===== src/rtl/quad_step_decoder_pkg.sv =====
// Shared types and helpers for the quadrature step decoder.
package quad_pkg;

  typedef enum logic {
    INIT = 1'b0,
    RUN  = 1'b1
  } state_t;

  // {A, B} quadrature positions, listed in up-count (A leads) order
  localparam logic [1:0] Q00 = 2'b00;
  localparam logic [1:0] Q10 = 2'b10;
  localparam logic [1:0] Q11 = 2'b11;
  localparam logic [1:0] Q01 = 2'b01;

  localparam int FILTER_CYCLES_DEF = 4;

  // Successor of q when the encoder turns in the up direction
  function automatic logic [1:0] next_up(input logic [1:0] q);
    case (q)
      Q00:     return Q10;
      Q10:     return Q11;
      Q11:     return Q01;
      default: return Q00;
    endcase
  endfunction

endpackage


===== src/rtl/quad_step_decoder_glitch_filter.sv =====
// One encoder channel: 2-flop synchroniser followed by a stable-count filter.
// The filtered level only follows the synchronised input after it has held a
// new value for FILTER_CYCLES consecutive edges; o_upd pulses for one cycle
// right after each accepted change.
module quad_glitch_filter
  import quad_pkg::*;
#(
  parameter int FILTER_CYCLES = FILTER_CYCLES_DEF,
  parameter int FILTER_W      = 3
) (
  input  logic clock,
  input  logic reset,
  input  logic i_raw,
  output logic o_filt,
  output logic o_upd,
  output logic o_stable
);

  logic                r_sync_p0;
  logic                r_sync_p1;
  logic                r_filt;
  logic                r_upd;
  logic [FILTER_W-1:0] r_cnt;

  // Synchronise the raw input, then count how long it has disagreed with the filtered level
  always_ff @(posedge clock or posedge reset) begin
    if (reset) begin
      r_sync_p0 <= 1'b0;
      r_sync_p1 <= 1'b0;
      r_filt    <= 1'b0;
      r_upd     <= 1'b0;
      r_cnt     <= '0;
    end else begin
      r_sync_p0 <= i_raw;
      r_sync_p1 <= r_sync_p0;
      if (r_sync_p1 != r_filt) begin
        if (r_cnt == FILTER_W'(FILTER_CYCLES - 1)) begin
          r_filt <= r_sync_p1;
          r_cnt  <= '0;
          r_upd  <= 1'b1;
        end else begin
          r_cnt  <= r_cnt + FILTER_W'(1);
          r_upd  <= 1'b0;
        end
      end else begin
        r_cnt <= '0;
        r_upd <= 1'b0;
      end
    end
  end

  assign o_filt   = r_filt;
  assign o_upd    = r_upd;
  assign o_stable = (r_sync_p1 == r_filt) && (r_cnt == '0);

endmodule


===== src/rtl/quad_step_decoder.sv =====
// Quadrature encoder front end: filters both channels, captures the initial
// position silently, then turns each Gray transition into a one-cycle step
// (with held direction) or, for a double-bit jump, a one-cycle err pulse.
module quad_step_decoder
  import quad_pkg::*;
#(
  parameter int FILTER_CYCLES = FILTER_CYCLES_DEF,
  parameter int FILTER_W      = 3
) (
  input  logic       clock,
  input  logic       reset,
  input  logic       enc_a,
  input  logic       enc_b,
  input  logic       err_clr,
  output logic       step,
  output logic       up_down,
  output logic       err,
  output logic [7:0] err_count,
  output logic       ready
);

  logic                w_filt_a, w_filt_b;
  logic                w_upd_a, w_upd_b;
  logic                w_stable_a, w_stable_b;
  logic [1:0]          w_ab;
  logic [1:0]          w_diff;

  state_t              r_state;
  logic [1:0]          r_prev_ab;
  logic [FILTER_W-1:0] r_stab_cnt;
  logic                r_step;
  logic                r_up_down;
  logic                r_err;
  logic                r_ready;
  logic [7:0]          r_err_count;

  quad_glitch_filter #(
    .FILTER_CYCLES (FILTER_CYCLES),
    .FILTER_W      (FILTER_W)
  ) u_filt_a (
    .clock    (clock),
    .reset    (reset),
    .i_raw    (enc_a),
    .o_filt   (w_filt_a),
    .o_upd    (w_upd_a),
    .o_stable (w_stable_a)
  );

  quad_glitch_filter #(
    .FILTER_CYCLES (FILTER_CYCLES),
    .FILTER_W      (FILTER_W)
  ) u_filt_b (
    .clock    (clock),
    .reset    (reset),
    .i_raw    (enc_b),
    .o_filt   (w_filt_b),
    .o_upd    (w_upd_b),
    .o_stable (w_stable_b)
  );

  assign w_ab   = {w_filt_a, w_filt_b};
  assign w_diff = r_prev_ab ^ w_ab;

  // Init/run sequencing and Gray-transition decode with registered outputs
  always_ff @(posedge clock or posedge reset) begin
    if (reset) begin
      r_state    <= INIT;
      r_prev_ab  <= Q00;
      r_stab_cnt <= '0;
      r_step     <= 1'b0;
      r_up_down  <= 1'b1;
      r_err      <= 1'b0;
      r_ready    <= 1'b0;
    end else begin
      r_step <= 1'b0;
      r_err  <= 1'b0;
      case (r_state)
        INIT: begin
          // Track the position silently until both channels have settled
          r_prev_ab <= w_ab;
          if (w_stable_a && w_stable_b) begin
            if (r_stab_cnt == FILTER_W'(FILTER_CYCLES - 1)) begin
              r_state    <= RUN;
              r_ready    <= 1'b1;
              r_stab_cnt <= '0;
            end else begin
              r_stab_cnt <= r_stab_cnt + FILTER_W'(1);
            end
          end else begin
            r_stab_cnt <= '0;
          end
        end
        RUN: begin
          if (w_upd_a || w_upd_b) begin
            r_prev_ab <= w_ab;
            case (w_diff)
              2'b11: r_err <= 1'b1;
              2'b01, 2'b10: begin
                r_step    <= 1'b1;
                r_up_down <= (w_ab == next_up(r_prev_ab));
              end
              default: ;
            endcase
          end
        end
        default: r_state <= INIT;
      endcase
    end
  end

  // Saturating error counter; a clear request wins over a coincident error
  always_ff @(posedge clock or posedge reset) begin
    if (reset) begin
      r_err_count <= 8'd0;
    end else if (err_clr) begin
      r_err_count <= 8'd0;
    end else if (r_err && (r_err_count != 8'hFF)) begin
      r_err_count <= r_err_count + 8'd1;
    end
  end

  assign step      = r_step;
  assign up_down   = r_up_down;
  assign err       = r_err;
  assign err_count = r_err_count;
  assign ready     = r_ready;

endmodule


===== config.mk =====
export PLATFORM = sky130hd
export DESIGN_NAME = quad_step_decoder
export DESIGN_NICKNAME = d
export VERILOG_FILES = /design/src/rtl/quad_step_decoder_pkg.sv /design/src/rtl/quad_step_decoder_glitch_filter.sv /design/src/rtl/quad_step_decoder.sv
export SDC_FILE = /design/constraint.sdc
export NUM_CORES = 1
export LEC_CHECK = 0
export ABC_CLOCK_PERIOD_IN_PS = 1600
export BUFFER_PORTS_ARGS = -buffer_cell sky130_fd_sc_hd__buf_2
export CAP_MARGIN = 10
export CORE_MARGIN = 8
export CORE_UTILIZATION = 50
export CTS_BUF_LIST = sky130_fd_sc_hd__clkbuf_16
export CTS_CLUSTER_DIAMETER = 100
export DETAILED_ROUTE_END_ITERATION = 12
export HOLD_SLACK_MARGIN = 0.02
export PLACE_DENSITY_LB_ADDON = 0.12
export SYNTH_ARGS = -nofsm -noshare
export SYNTH_HDL_FRONTEND = slang
export SYNTH_SLANG_ARGS = --single-unit

===== constraint.sdc =====
create_clock -name clock -period 1.6 [get_ports clock]
set_clock_uncertainty 0.1 [all_clocks]
set_input_delay 0.32 -clock clock [delete_from_list [all_inputs] [get_ports clock]]
set_output_delay 0.32 -clock clock [all_outputs]
set_load 0.02 [all_outputs]

Yosys cells after proc, flatten, opt, wreduce, memory -nomap -nowiden
Cells that the tools add are included.
W data, S select, Z words.
{ "op_classes": {"addsub": 4, "n_bitwise": 2, "eq_ne": 15, "n_mux": 27, "reduce_logical": 14} }
{ "ops": {"columns": ["cell", "count"], "rows": [
  ["$mux W3", 6],
  ["$mux W8", 2],
  ["$mux W1", 13],
  ["$add A3 B1 Y3 const B", 3],
  ["$eq A3 B2 Y1 const B", 3],
  ["$add A8 B1 Y8 const B", 1],
  ["$eq A2 B2 Y1 const B", 4],
  ["$mux W2", 4],
  ["$ne A8 B8 Y1 const B", 1],
  ["$logic_not A3 Y1", 2],
  ["$pmux W2 S3", 1],
  ["$reduce_and A3 Y1", 2],
  ["$logic_and A1 B1 Y1", 4],
  ["$pmux W2 S2", 1],
  ["$reduce_and A2 Y1", 2],
  ["$eq A1 B1 Y1", 2],
  ["$eq A2 B1 Y1 const B", 1],
  ["$eq A2 B2 Y1", 1],
  ["$logic_not A2 Y1", 1],
  ["$ne A1 B1 Y1", 2],
  ["$ne A2 B1 Y1 const B", 1],
  ["$reduce_bool A2 Y1", 1],
  ["$reduce_or A2 Y1", 1],
  ["$xor A2 B2 Y2", 1],
  ["2 further kinds", 2]
]} }
{ "totals": {"output_inout_bits": 12, "register_bits": 32, "input_bits": 5, "elab_cells": 80} }

Longest topological paths before layout
Gate-level depths: netlist of run 1.
{ "depth": {"ltp_word": 7, "depth_mapped": 5, "ltp_nobuf": 5} }

Cells and area by module
From an unflattened synthesis of run 1, not the netlist that was laid out.
{ "hier_totals": {"hier_cells": 125, "hier_area_um2": 1508.9} }
{ "by_module_without_submodules": {"columns": ["module", "area_per_inst_um2", "cells_per_inst", "n_inst", "seq_area_each_um2"], "rows": [
  ["quad_step_decoder", 913.4, 85, 1, 451.7],
  ["quad_glitch_filter", 297.8, 20, 2, 175.2]
]} }

Worst setup path after synthesis of run 1
No wires, ideal clock.
{ "synth_timing": {"kind": "reg-to-reg", "startpoint": "register r_err_count[0], in the netlist err_count[0]", "endpoint": "register r_err_count[0], in the netlist err_count[0]", "path_buffers": 0, "synth_period_minus_slack_ps": 1652, "path_stages_with_launch": 5, "setup_time_ps": 125, "t_arrival_ps": 1427, "setup_slack_ps": -52, "t_required_ps": 1375, "path_cell_list": "dfrtp_1 ha_1 and3_4 a21boi_4 mux2_4"} }
{ "synth_between": {"elab_chain_cells": 3, "elab_cells_between_ends": 6, "cone_classes": "add/sub (1); eq/ne (1); mux (2); reduce/logical (2)"} }
{ "synth_lines": {"columns": ["element", "line", "text"], "rows": [
  ["start: declaration", "quad_step_decoder.sv:35", "logic [7:0] r_err_count;"],
  ["start signal: assignment", "quad_step_decoder.sv:118", "r_err_count <= r_err_count + 8'd1;"],
  ["$add A8 B1 Y8 or $ne A8 B8 Y1 (tied branches)", "quad_step_decoder.sv:118, quad_step_decoder.sv:117", null],
  ["$mux W8 or $logic_and A1 B1 Y1 (tied branches)", "quad_step_decoder.sv:117", "end else if (r_err && (r_err_count != 8'hFF)) begin"],
  ["$mux W8 or $reduce_bool A2 Y1 (tied branches)", null, null]
]} }
Parallel ways exist; a longest one is shown, timed or not. The select of a mux whose other input is x is not followed.
A chain may end at the register's enable or synchronous reset.

Final worst setup path of run 1
{ "layout_timing": {"startpoint": "register r_prev_ab[0]", "endpoint": "register r_up_down, in the netlist up_down"} }
{ "layout_between": {"elab_chain_cells": 6, "elab_cells_between_ends": 13, "cone_classes": "eq/ne (5); mux (4); bitwise (1); reduce/logical (3)"} }
{ "layout_lines": {"columns": ["element", "line", "text"], "rows": [
  ["start: declaration", "quad_step_decoder.sv:29", "logic [1:0] r_prev_ab;"],
  ["start signal: assignment", "quad_step_decoder.sv:80", "r_prev_ab <= w_ab;"],
  ["start signal: assignment", "quad_step_decoder.sv:95", "r_prev_ab <= w_ab;"],
  ["$eq A2 B2 Y1 or $logic_not A2 Y1 (tied branches)", "quad_step_decoder_pkg.sv:19", "case (q)"],
  ["$pmux W2 S3", "quad_step_decoder_pkg.sv:19", null],
  ["$mux W2", "quad_step_decoder.sv:96", "case (w_diff)"],
  ["$mux W2", "quad_step_decoder.sv:94", "if (w_upd_a || w_upd_b) begin"],
  ["$mux W2", "quad_step_decoder.sv:77", "case (r_state)"],
  ["$eq A2 B2 Y1", "quad_step_decoder.sv:100", "r_up_down <= (w_ab == next_up(r_prev_ab));"],
  ["end signal: assignment", "quad_step_decoder.sv:100", null],
  ["end: declaration", "quad_step_decoder.sv:32", "logic r_up_down;"]
]} }
Parallel ways exist; a longest one is shown, timed or not. The select of a mux whose other input is x is not followed.

==> results of run 1 <==
## layer usage
layer  vias to the layer above  global-route usage (%)  share of wire [%]
li1                        488                       -                  -
met1                       501                   13.07                 44
met2                        16                   19.67                 48
met3                         5                   5.650                5.7
met4                         0                   7.159                2.2
met5                         -                       0                  0
## layout make-up
type / instances / area, µm² / area share [%]
clock inverter: 3 / 12.51 / 0.6916
multi-input combinational: 81 / 645.6 / 35.68
timing repair buffer: 25 / 147.6 / 8.160
tap: 33 / 41.29 / 2.282
clock buffer: 5 / 125.1 / 6.916
inverter: 9 / 33.78 / 1.867
sequential: 32 / 803.3 / 44.40
## cell families after synthesis
family          after synthesis  synth area share (%)
xor+xnor                      6                 4.504
mux                           8                 6.422
fa+ha+maj                     7                 5.838
buf+inv                      12                 3.670
compound gates               16                 7.923
flops                        32                 53.46
simple gates                 44                 18.18
## stage by stage
step,hold slack (ns),setup WS (ns),instance area [µm²]
floorplan,0.2312,0.01595,1504
global placement,0.2336,0.1248,1672
detailed placement,0.2471,0.07310,1672
CTS,0.03620,0.06664,1809
global route,0.03955,0.001589,1809
finish,0.01720,0.06178,1809
## critical path: stages (launching register included)
cell	delay [ns]
dfrtp_1	0.40
xor2_1	0.16
ha_1	0.30
and3_1	0.18
mux2_1	0.32
## synthesized netlist by cell type (2+ instances only)
library cell,number,area (µm²)
dfrtp_1,31,775.7
inv_1,8,30.03
ha_1,7,87.58
nor2_1,6,22.52
nand2_1,5,18.77
nand2b_1,5,31.28
nor2b_1,5,31.28
nor3b_1,4,30.03
o21ai_1,4,20.02
a21oi_1,3,15.01
mux2_1,3,33.78
nor3_1,3,15.01
xor2_1,3,26.28
a211oi_1,2,15.01
and3_1,2,12.51
and4_1,2,17.52
buf_2,2,10.01
mux2_2,2,22.52
mux2_4,2,30.03
nand3_1,2,10.01
nand4_1,2,12.51
xnor2_2,2,32.53
## registers in the layout (all words and copies together) (netlist names), 2 cells and up
| register | cells |
|---|---|
| r_stab_cnt | 3 |
| r_prev_ab | 2 |
| u_filt_b.r_cnt | 3 |
| err_count | 8 |
| u_filt_a.r_cnt | 3 |
## worst max path at each step
| stage | from | to | cells past startpoint |
|---|---|---|---|
| 2_1_floorplan | err_count[1] | err_count[0] | 4 |
| 3_3_place_gp | r_prev_ab[0] | up_down | 4 |
| 3_5_place_dp | r_prev_ab[0] | up_down | 4 |
| 4_1_cts | r_prev_ab[0] | up_down | 4 |
| 5_1_grt | r_prev_ab[0] | up_down | 4 |
| 6_report | r_prev_ab[0] | up_down | 4 |
## power by group through the flow
| stage | registers (µW) | logic, µW | clock network [µW] |
|---|---|---|---|
| 3_5_place_dp | 1030 | 595 | 0 |
| 6_report | 1010 | 591 | 877 |
| 4_1_cts | 1010 | 601 | 895 |
| 3_3_place_gp | 1020 | 563 | 0 |
| 2_1_floorplan | 1030 | 373 | 0 |
| 5_1_grt | 1030 | 688 | 922 |
## cells in the final DEF (no fill, tap or decap), types with 2 or more instances in the layout
master     count
a211oi_1       2
nand4_1        2
nand3_1        2
buf_4          9
dfrtp_1       30
mux2_4         2
a21oi_1        3
xnor2_2        2
mux2_2         2
xor2_1         3
ha_1           6
clkbuf_16      5
nor2_1         6
mux2_1         3
nand2b_1       5
buf_2         16
o21ai_1        4
and3_1         2
nor2b_1        5
nor3b_1        4
inv_1         10
and4_1         2
nand2_1        5
nor3_1         3
==> impl_results.md, run 1 <==
- Drt first-iter violations: between 40 and 50
- Sink Count: 32
- Clk buf depth: 2
- Fmax: roughly 650 MHz
- R2r startpoint: r_prev_ab[0]
- WS Path Type: register to register
- Sum Neg Setup Slack: 0 ns
- Port Buf Inserts: 16
- Post-synth EDFFs: 0
- Comb pwr share: 23.8%
- Data arrival, critical path: roughly 1.6 ns
- Grt total ovfl: 0
- Die Y: 70.78 µm
- Clock network power share: 35.4%
- Hold Vio Cnt, Final: 0
- Worst-Margin Slew: 0.4034 ns
- Nets: between 150 and 200
- Resize count post-CTS: 0
- Depth of the CTS H-tree: 2
- Vias in the first global route: 1059
- GR Util All Layers: 12.30%
- Post-Syn Area: between 1500 and 2000 µm²
- Max-Slew Margin vs Limit: between 70 and 80%
- Area growth, synth to finish: 20.60%
- Flop2flop setup slack: 0.06 ns
- Vias per Instance: 5.372
- Synth Register Bits: 32
- Largest net degree at the start of global routing: 33
- CTS Buf Count: 5
- Pint: 1790 µW
- Wire length per cell: ~15 µm
- Skew-Pair Late Insertion Delay: 0.27 ns
- Initial antenna violation count: 0
- Hold Crit Class: input port to async pin
- Detailed placement HPWL: roughly 1900 µm
- Final WL: 2743 µm
- Post-synthesis sequential area ratio: roughly 53%
- Power Total: 2479 µW
- Final core occ: 61.27%
- Core Box Area: 2953 µm²
- Post-CTS Setup Bufs: 0
- I/O pins: 17
- Worst Setup End Kind: register
- Ys async rst share: 100.0%
- Max Cap Violations: 0
- Cell variety after synth: 42
- Status: finished, final reports clean
- RSZ-0062 raised after global routing: no
- Crit start category: register
- Reg2reg path depth: 4
- Mapped Cells: 125
- Final-layout fill cell count: 252
- Switching power: 689.2 µW
- Row count: 20
- DRC violation count after routing: 0
- N_diodes: 0
- Placed insts: 180
- Peak supply drop: about 0.88 mV
- Min cycle time layout: between 1.5 and 2 ns
- Switching share of power: between 20 and 30%
- Avg Cell Area, Syn: 12.00 µm²
- Gpl congestion: 0.8267
- Chip width: slightly above 70 µm
- Number of routed nets with antenna violations: 0
- Most used DFF post-synth: dfrtp_1
- Clock transition at path regs: 0.05 ns
- Flop pwr share: 40.8%
- Die area: 5009 µm²
- Vias: about 1000
- Hold_buf cts: 0
- CP Max Fanout: 3
- Pwr Density: about 1400 nW/µm²
- YS warnings: 0
- First-pass GRT wire length: approximately 4800 µm
- Root Buffer: clkbuf_16
- Initial Util: about half
- CTS tree: yes
- Final worst path period share: 96.14%
- Fin. max-slew vios: 0
- Share of cells above drive strength 1: 30.32%
- Initial DRT Pass Iterations: 4
- Syn nets: 137
- R2r endpoint: up_down
- WP data required: 1.70 ns
- Pleak: a little under 0.0009 µW
- Setup violators final: 0
- Fin cells: 188
Note: power is estimated with default switching activity, not from simulation.
==> inputs of run 2 (changes only) <==
--- a/config.mk
+++ b/config.mk
@@ -8,8 +8,10 @@
 export ABC_CLOCK_PERIOD_IN_PS = 1600
 export BUFFER_PORTS_ARGS = -buffer_cell sky130_fd_sc_hd__buf_2
 export CAP_MARGIN = 10
+export CELL_PAD_IN_SITES_DETAIL_PLACEMENT = 0
+export CELL_PAD_IN_SITES_GLOBAL_PLACEMENT = 1
 export CORE_MARGIN = 8
-export CORE_UTILIZATION = 50
+export CORE_UTILIZATION = 41
 export CTS_BUF_LIST = sky130_fd_sc_hd__clkbuf_16
 export CTS_CLUSTER_DIAMETER = 100
 export DETAILED_ROUTE_END_ITERATION = 12
==> run 2 against run 1 <==
Setup slack gained 0.029 ns. Sequential share of layout area shrank 1.1 points. Die area grew 17%. Wire length grew 3.2%. Combinational power is essentially flat. Cell count grew 9.0%. Non-clock buffer count grew 2. Largest cell class unchanged.
==> impl_results.md, run 2 (synthesis results as in run 1) <==
- Vias in the first global route: around 1100
- Max incr delay on CP: 0.41 ns
- WP buf/inv: 0
- Most frequent cells in the layout: 30 x dfrtp_1, 16 x buf_2, 11 x buf_4
- Data arrival, critical path: 1.60 ns
- WP data required: 1.69 ns
- Pwr Density: between 1000 and 1500 nW/µm²
- Clk buf depth: 2
- Nets: 168
- Final Cell Area: 1854 µm²
- Wire length per cell: 13.80 µm
- Final core occ: between 50% and 60%
- Largest register FFs: 8
- Depth of the CTS H-tree: 2
- CP Max Fanout: 3
- Commonest non-fill, non-tap cell in the layout: dfrtp_1
- Initial antenna violation count: 0
- Flop2flop setup slack: between 0.09 and 0.1 ns
- Placed insts: ~200
- RSZ-0062 raised after global routing: no
- N_diodes: 0
- Status: finished, final reports clean
- Skew-Pair Late Insertion Delay: 0.27 ns
- Hold Crit Class: input port to async pin
- CTS tree: yes
- Pleak: approximately 0.00089 µW
- Fin. max-slew vios: 0
- Detailed placement HPWL: between 2000 and 2500 µm
- Hold Vio Cnt, Final: 0
- Row count: 22
- Vias per Instance: between 5 and 6
- Die area: 5851 µm²
- Root Buffer: clkbuf_16
- Crit-path leading delay family: flip-flops
- Final WL: 2830 µm
- Grt total ovfl: 0
- Vias: approximately 1000
- Die Y: 76.49 µm
- Met3 wire length: 118 µm
- Met1 wire length: 1261 µm
- Drt first-iter violations: 84
- Setup violators final: 0
- Min cycle time layout: 1.509 ns
- GR Util All Layers: about 11%
- Max Cap Violations: 0
- DR top layer: met4
- Worst-Margin Slew: 0.4125 ns
- Initial Util: 41.92%
- Clock transition at path regs: 0.06 ns
- Hold_ws: 0.03807 ns
- Fmax: 662.8 MHz
- I/O pins: 17
- Post-CTS Setup Bufs: 0
- First-pass GRT wire length: 5188 µm
- Crit-path slowest cell: dfrtp_1
- Cell Area, Placed: 1705 µm²
- Fin cells: 205
- Max-Slew Margin vs Limit: 72.50%
- Gpl congestion: between 0.7 and 0.8
- Number of routed nets with antenna violations: 0
- Area growth, synth to finish: 23.60%
- Crit start category: register
- Final worst path period share: between 90 and 100%
- Share of cells above drive strength 1: 32.48%
- WS Path Type: register to register
- Resize count post-CTS: 0
- Peak supply drop: 0.8444 mV
- Core Box Area: 3578 µm²
- Worst Setup End Kind: register
- Chip width: 76.49 µm
- DRC violation count after routing: 0
- Crit path cell chain: xor2_1 -> ha_1 -> and3_1 -> mux2_1
- Port Buf Inserts: 16
- Largest net degree at the start of global routing: 33
- Sum Neg Setup Slack: 0 ns
- Hold_buf cts: 0
- CTS Buf Count: 5
- Sink Count: 32
- Initial DRT Pass Iterations: 4
- Met2 Wirelength: 1439 µm
[run 2: changes by cell type in the layout (fill, tap and decap cells not counted)]
cell	change
clkinv_2	-1
clkinvlp_4	+2
inv_1	-2
clkinv_4	+1
buf_4	+2
[run 2: cell type report]
| type | count | area (µm²) |
|---|---|---|
| sequential | 32 | 803.3 |
| timing repair buffer | 27 | 162.7 |
| tap | 48 | 60.06 |
| inverter | 9 | 33.78 |
| multi-input combinational | 81 | 645.6 |
| fill | 341 | 1724 |
| clock buffer | 5 | 125.1 |
| clock inverter | 3 | 23.77 |
[run 2: routing by layer]
metal	up-vias	track usage, %
met2	18	18.77
li1	500	-
met3	2	4.127
met4	0	3.462
met5	-	0
met1	517	11.55
[run 2: path summary, 6_finish.rpt]
kind,from,endpoint,cells past startpoint
max,r_prev_ab[0],up_down,4
min,reset,err_count[2],3
max reg2reg,r_prev_ab[0],up_down,4
min reg2reg,u_filt_a.r_sync_p0,u_filt_a.r_sync_p1,0
max in group asynchronous,reset,up_down,3
min in group clock,enc_b,u_filt_b.r_sync_p0,1
[run 2: metrics by stage]
stage	worst slack (ns)	total power [µW]
final	0.09123	2517
after global routing	0.01350	2711
after CTS	0.08401	2567
after detailed placement	0.1044	1632
after global placement	0.1148	1614
after floorplan	0.01595	1407
[run 2: worst register-to-register path, stage by stage (launching register included)]
cell     delay [ns]
dfrtp_1        0.41
xor2_1         0.15
ha_1           0.28
and3_1         0.18
mux2_1         0.31
[run 2: report_power, final]
| group | internal (µW) | switching (µW) | leakage [µW] |
|---|---|---|---|
| combinational | 307 | 282 | 0.000407 |
| clock | 577 | 340 | 0.0000660 |
| sequential | 925 | 86.1 | 0.000420 |
==> inputs of run 3 (changes only) <==
--- a/config.mk
+++ b/config.mk
@@ -14,6 +14,7 @@
 export CORE_UTILIZATION = 41
 export CTS_BUF_LIST = sky130_fd_sc_hd__clkbuf_16
 export CTS_CLUSTER_DIAMETER = 100
+export CTS_CLUSTER_SIZE = 30
 export DETAILED_ROUTE_END_ITERATION = 12
 export HOLD_SLACK_MARGIN = 0.02
 export PLACE_DENSITY_LB_ADDON = 0.12
==> constraint.sdc (replaced) <==
create_clock -name clock -period 1.6 [get_ports clock]
set_clock_uncertainty 0.1 [all_clocks]
set_input_delay 0.08 -clock clock [delete_from_list [all_inputs] [get_ports clock]]
set_output_delay 0.08 -clock clock [all_outputs]
set_load 0.02 [all_outputs]
==> run 3 against run 2 <==
Sequential share of layout area fell by 0.69 points. Cell count rose by 2.0%. Largest power group unchanged. Wire length is 2.3% lower. Sequential cell count unchanged. Total power is 1.3% lower. Highest routed layer unchanged. Largest cell class unchanged. Clock power shrank 2.7%. Global-route usage is 0.29 points lower. Worst hold slack improved by 0.21 ns. Critical endpoint unchanged. Register-to-register slack lost 0.02 ns.
==> impl_results.md, run 3 (synthesis results as in run 1) <==
- Peak supply drop: 0.7530 mV
- Hold path cells: 0
- Initial antenna violation count: 0
- Fmax: 655.0 MHz
- First-pass GRT wire length: 5064 µm
- Skew-Pair Late Insertion Delay: about 0.27 ns
- Chip width: 76.49 µm
- Clock transition at path regs: 0.05 ns
- Source of the worst hold timing path: u_filt_b.r_sync_p0
- Nets: 172
- Clk buf depth: 2
- Pleak: 0.0009147 µW
- Final-layout fill cell count: 342
- Detailed placement HPWL: about 2000 µm
- Switching share of power: around 28%
- Grt total ovfl: 0
- Share of cells above drive strength 1: 31.06%
- Die Y: 76.49 µm
- CTS Buf Count: 5
- Vias per Instance: around 5
- Final core occ: between 50% and 60%
- Comb pwr share: 23.4%
- Crit-path slowest cell: dfrtp_1
- R2r startpoint: r_prev_ab[0]
- WP data required: 1.70 ns
- Most frequent cells in the layout: 30 x dfrtp_1, 16 x buf_2, 11 x buf_4
- DRC violation count after routing: 0
- Core Box Area: 3578 µm²
- Crit-path leading delay family: flip-flops
- Root Buffer: clkbuf_16
- Wire length per cell: 13.23 µm
- Gpl congestion: 0.7808
- CP Max Fanout: 3
- Worst Setup End Kind: register
- Die area: 5851 µm²
- Commonest non-fill, non-tap cell in the layout: dfrtp_1
- Initial DRT Pass Iterations: 4
- Area growth, synth to finish: 25.60%
- Hold Vio Cnt, Final: 0
- N_diodes: 0
- Initial Util: 41.92%
- Resize count post-CTS: 0
- Min cycle time layout: 1.527 ns
- Max incr delay on CP: 0.41 ns
- Hold_buf cts: 4
- Drt first-iter violations: 65
- Crit start category: register
- Post-CTS Setup Bufs: 0
- Worst-Margin Slew: 0.4056 ns
- Crit path cell chain: xor2_1 -> ha_1 -> and3_1 -> mux2_1
- Flop pwr share: 40.7%
- Port Buf Inserts: 16
- Max Cap Violations: 0
- Setup violators final: 0
- Largest net degree at the start of global routing: 33
- Largest register FFs: 8
- WP buf/inv: 0
- Sum Neg Setup Slack: 0 ns
- WS Path Type: register to register
- Number of routed nets with antenna violations: 0
- Switching power: between 600 and 700 µW
- CTS tree: yes
- Status: finished, final reports clean
- Hold endpoint: u_filt_b.r_sync_p1
- Clock network power share: 35.9%
- Final worst path period share: between 90% and 100%
- Final WL: 2765 µm
- Vias: 1049
- Data arrival, critical path: 1.63 ns
- Pint: 1795 µW
- Flop2flop setup slack: around 0.073 ns
- GR Util All Layers: between 10% and 20%
- R2r endpoint: up_down
- Reg2reg path depth: 4
- I/O pins: 17
- Fin. max-slew vios: 0
- Vias in the first global route: 1091
- Sink Count: 32
- Row count: 22
- Pwr Density: around 1300 nW/µm²
- Depth of the CTS H-tree: 2
- Max-Slew Margin vs Limit: 72.96%
- Hold Crit Class: register to register
- RSZ-0062 raised after global routing: no
[run 3: cell count changes in the layout (fill, tap and decap cells not counted), sizes merged]
cell / before / now
clkinvlp: 2 / 0
dlygate4sd3: 0 / 4
clkinv: 1 / 3
[run 3: how the worst max path moves through the flow]
stage / endpoint / slack [ns] / start / cells after the start
finish: up_down / 0.07 / r_prev_ab[0] / 4
global route: up_down / 0.01 / r_prev_ab[0] / 4
CTS: up_down / 0.06 / r_prev_ab[0] / 4
detailed placement: up_down / 0.07 / r_prev_ab[0] / 4
global placement: up_down / 0.11 / r_prev_ab[0] / 4
floorplan: err_count[0] / 0.02 / err_count[1] / 4
[run 3: routing by layer]
metal / GRT usage, % / part of all wire [%] / routed length [µm] / vias to the layer above
met3: 3.892 / 5.6 / 156 / 5
met2: 16.54 / 47 / 1304 / 27
met4: 4.038 / 1.6 / 43 / 0
met1: 12.49 / 46 / 1261 / 511
li1: - / - / - / 506
met5: 0 / 0 / 0 / -
[run 3: worst register-to-register path: stages (launching register included)]
cell and delay, ns:
dfrtp_1 0.41, xor2_1 0.16, ha_1 0.28, and3_1 0.19
mux2_1 0.31
[run 3: power by group through the flow]
stage               clock network (µW)  logic (µW)  registers (µW)
finish                             892         582            1010
global route                       958         680            1030
CTS                                919         601            1010
detailed placement                   0         590            1030
global placement                     0         583            1010
floorplan                            0         373            1030
[run 3: metrics by stage]
step | instance area [µm²] | instances | power [µW] | hold slack (ns) | setup slack, ns
after floorplan | 1504 | 125 | 1407 | 0.01143 | 0.01595
after global placement | 1705 | 197 | 1598 | 0.08259 | 0.1148
after detailed placement | 1705 | 197 | 1615 | 0.08602 | 0.07213
after CTS | 1884 | 209 | 2531 | 0.2532 | 0.06175
after global routing | 1884 | 209 | 2668 | 0.2666 | 0.01437
final | 1884 | 209 | 2484 | 0.2506 | 0.07317
[run 3: area by class of cell]
| cell class | count | area (µm²) | area share (%) |
|---|---|---|---|
| sequential | 32 | 803.3 | 42.63 |
| multi-input combinational | 81 | 645.6 | 34.26 |
| timing repair buffer | 31 | 202.7 | 10.76 |
| clock buffer | 5 | 125.1 | 6.640 |
| tap | 48 | 60.06 | 3.187 |
| inverter | 9 | 33.78 | 1.793 |
| clock inverter | 3 | 13.76 | 0.7304 |
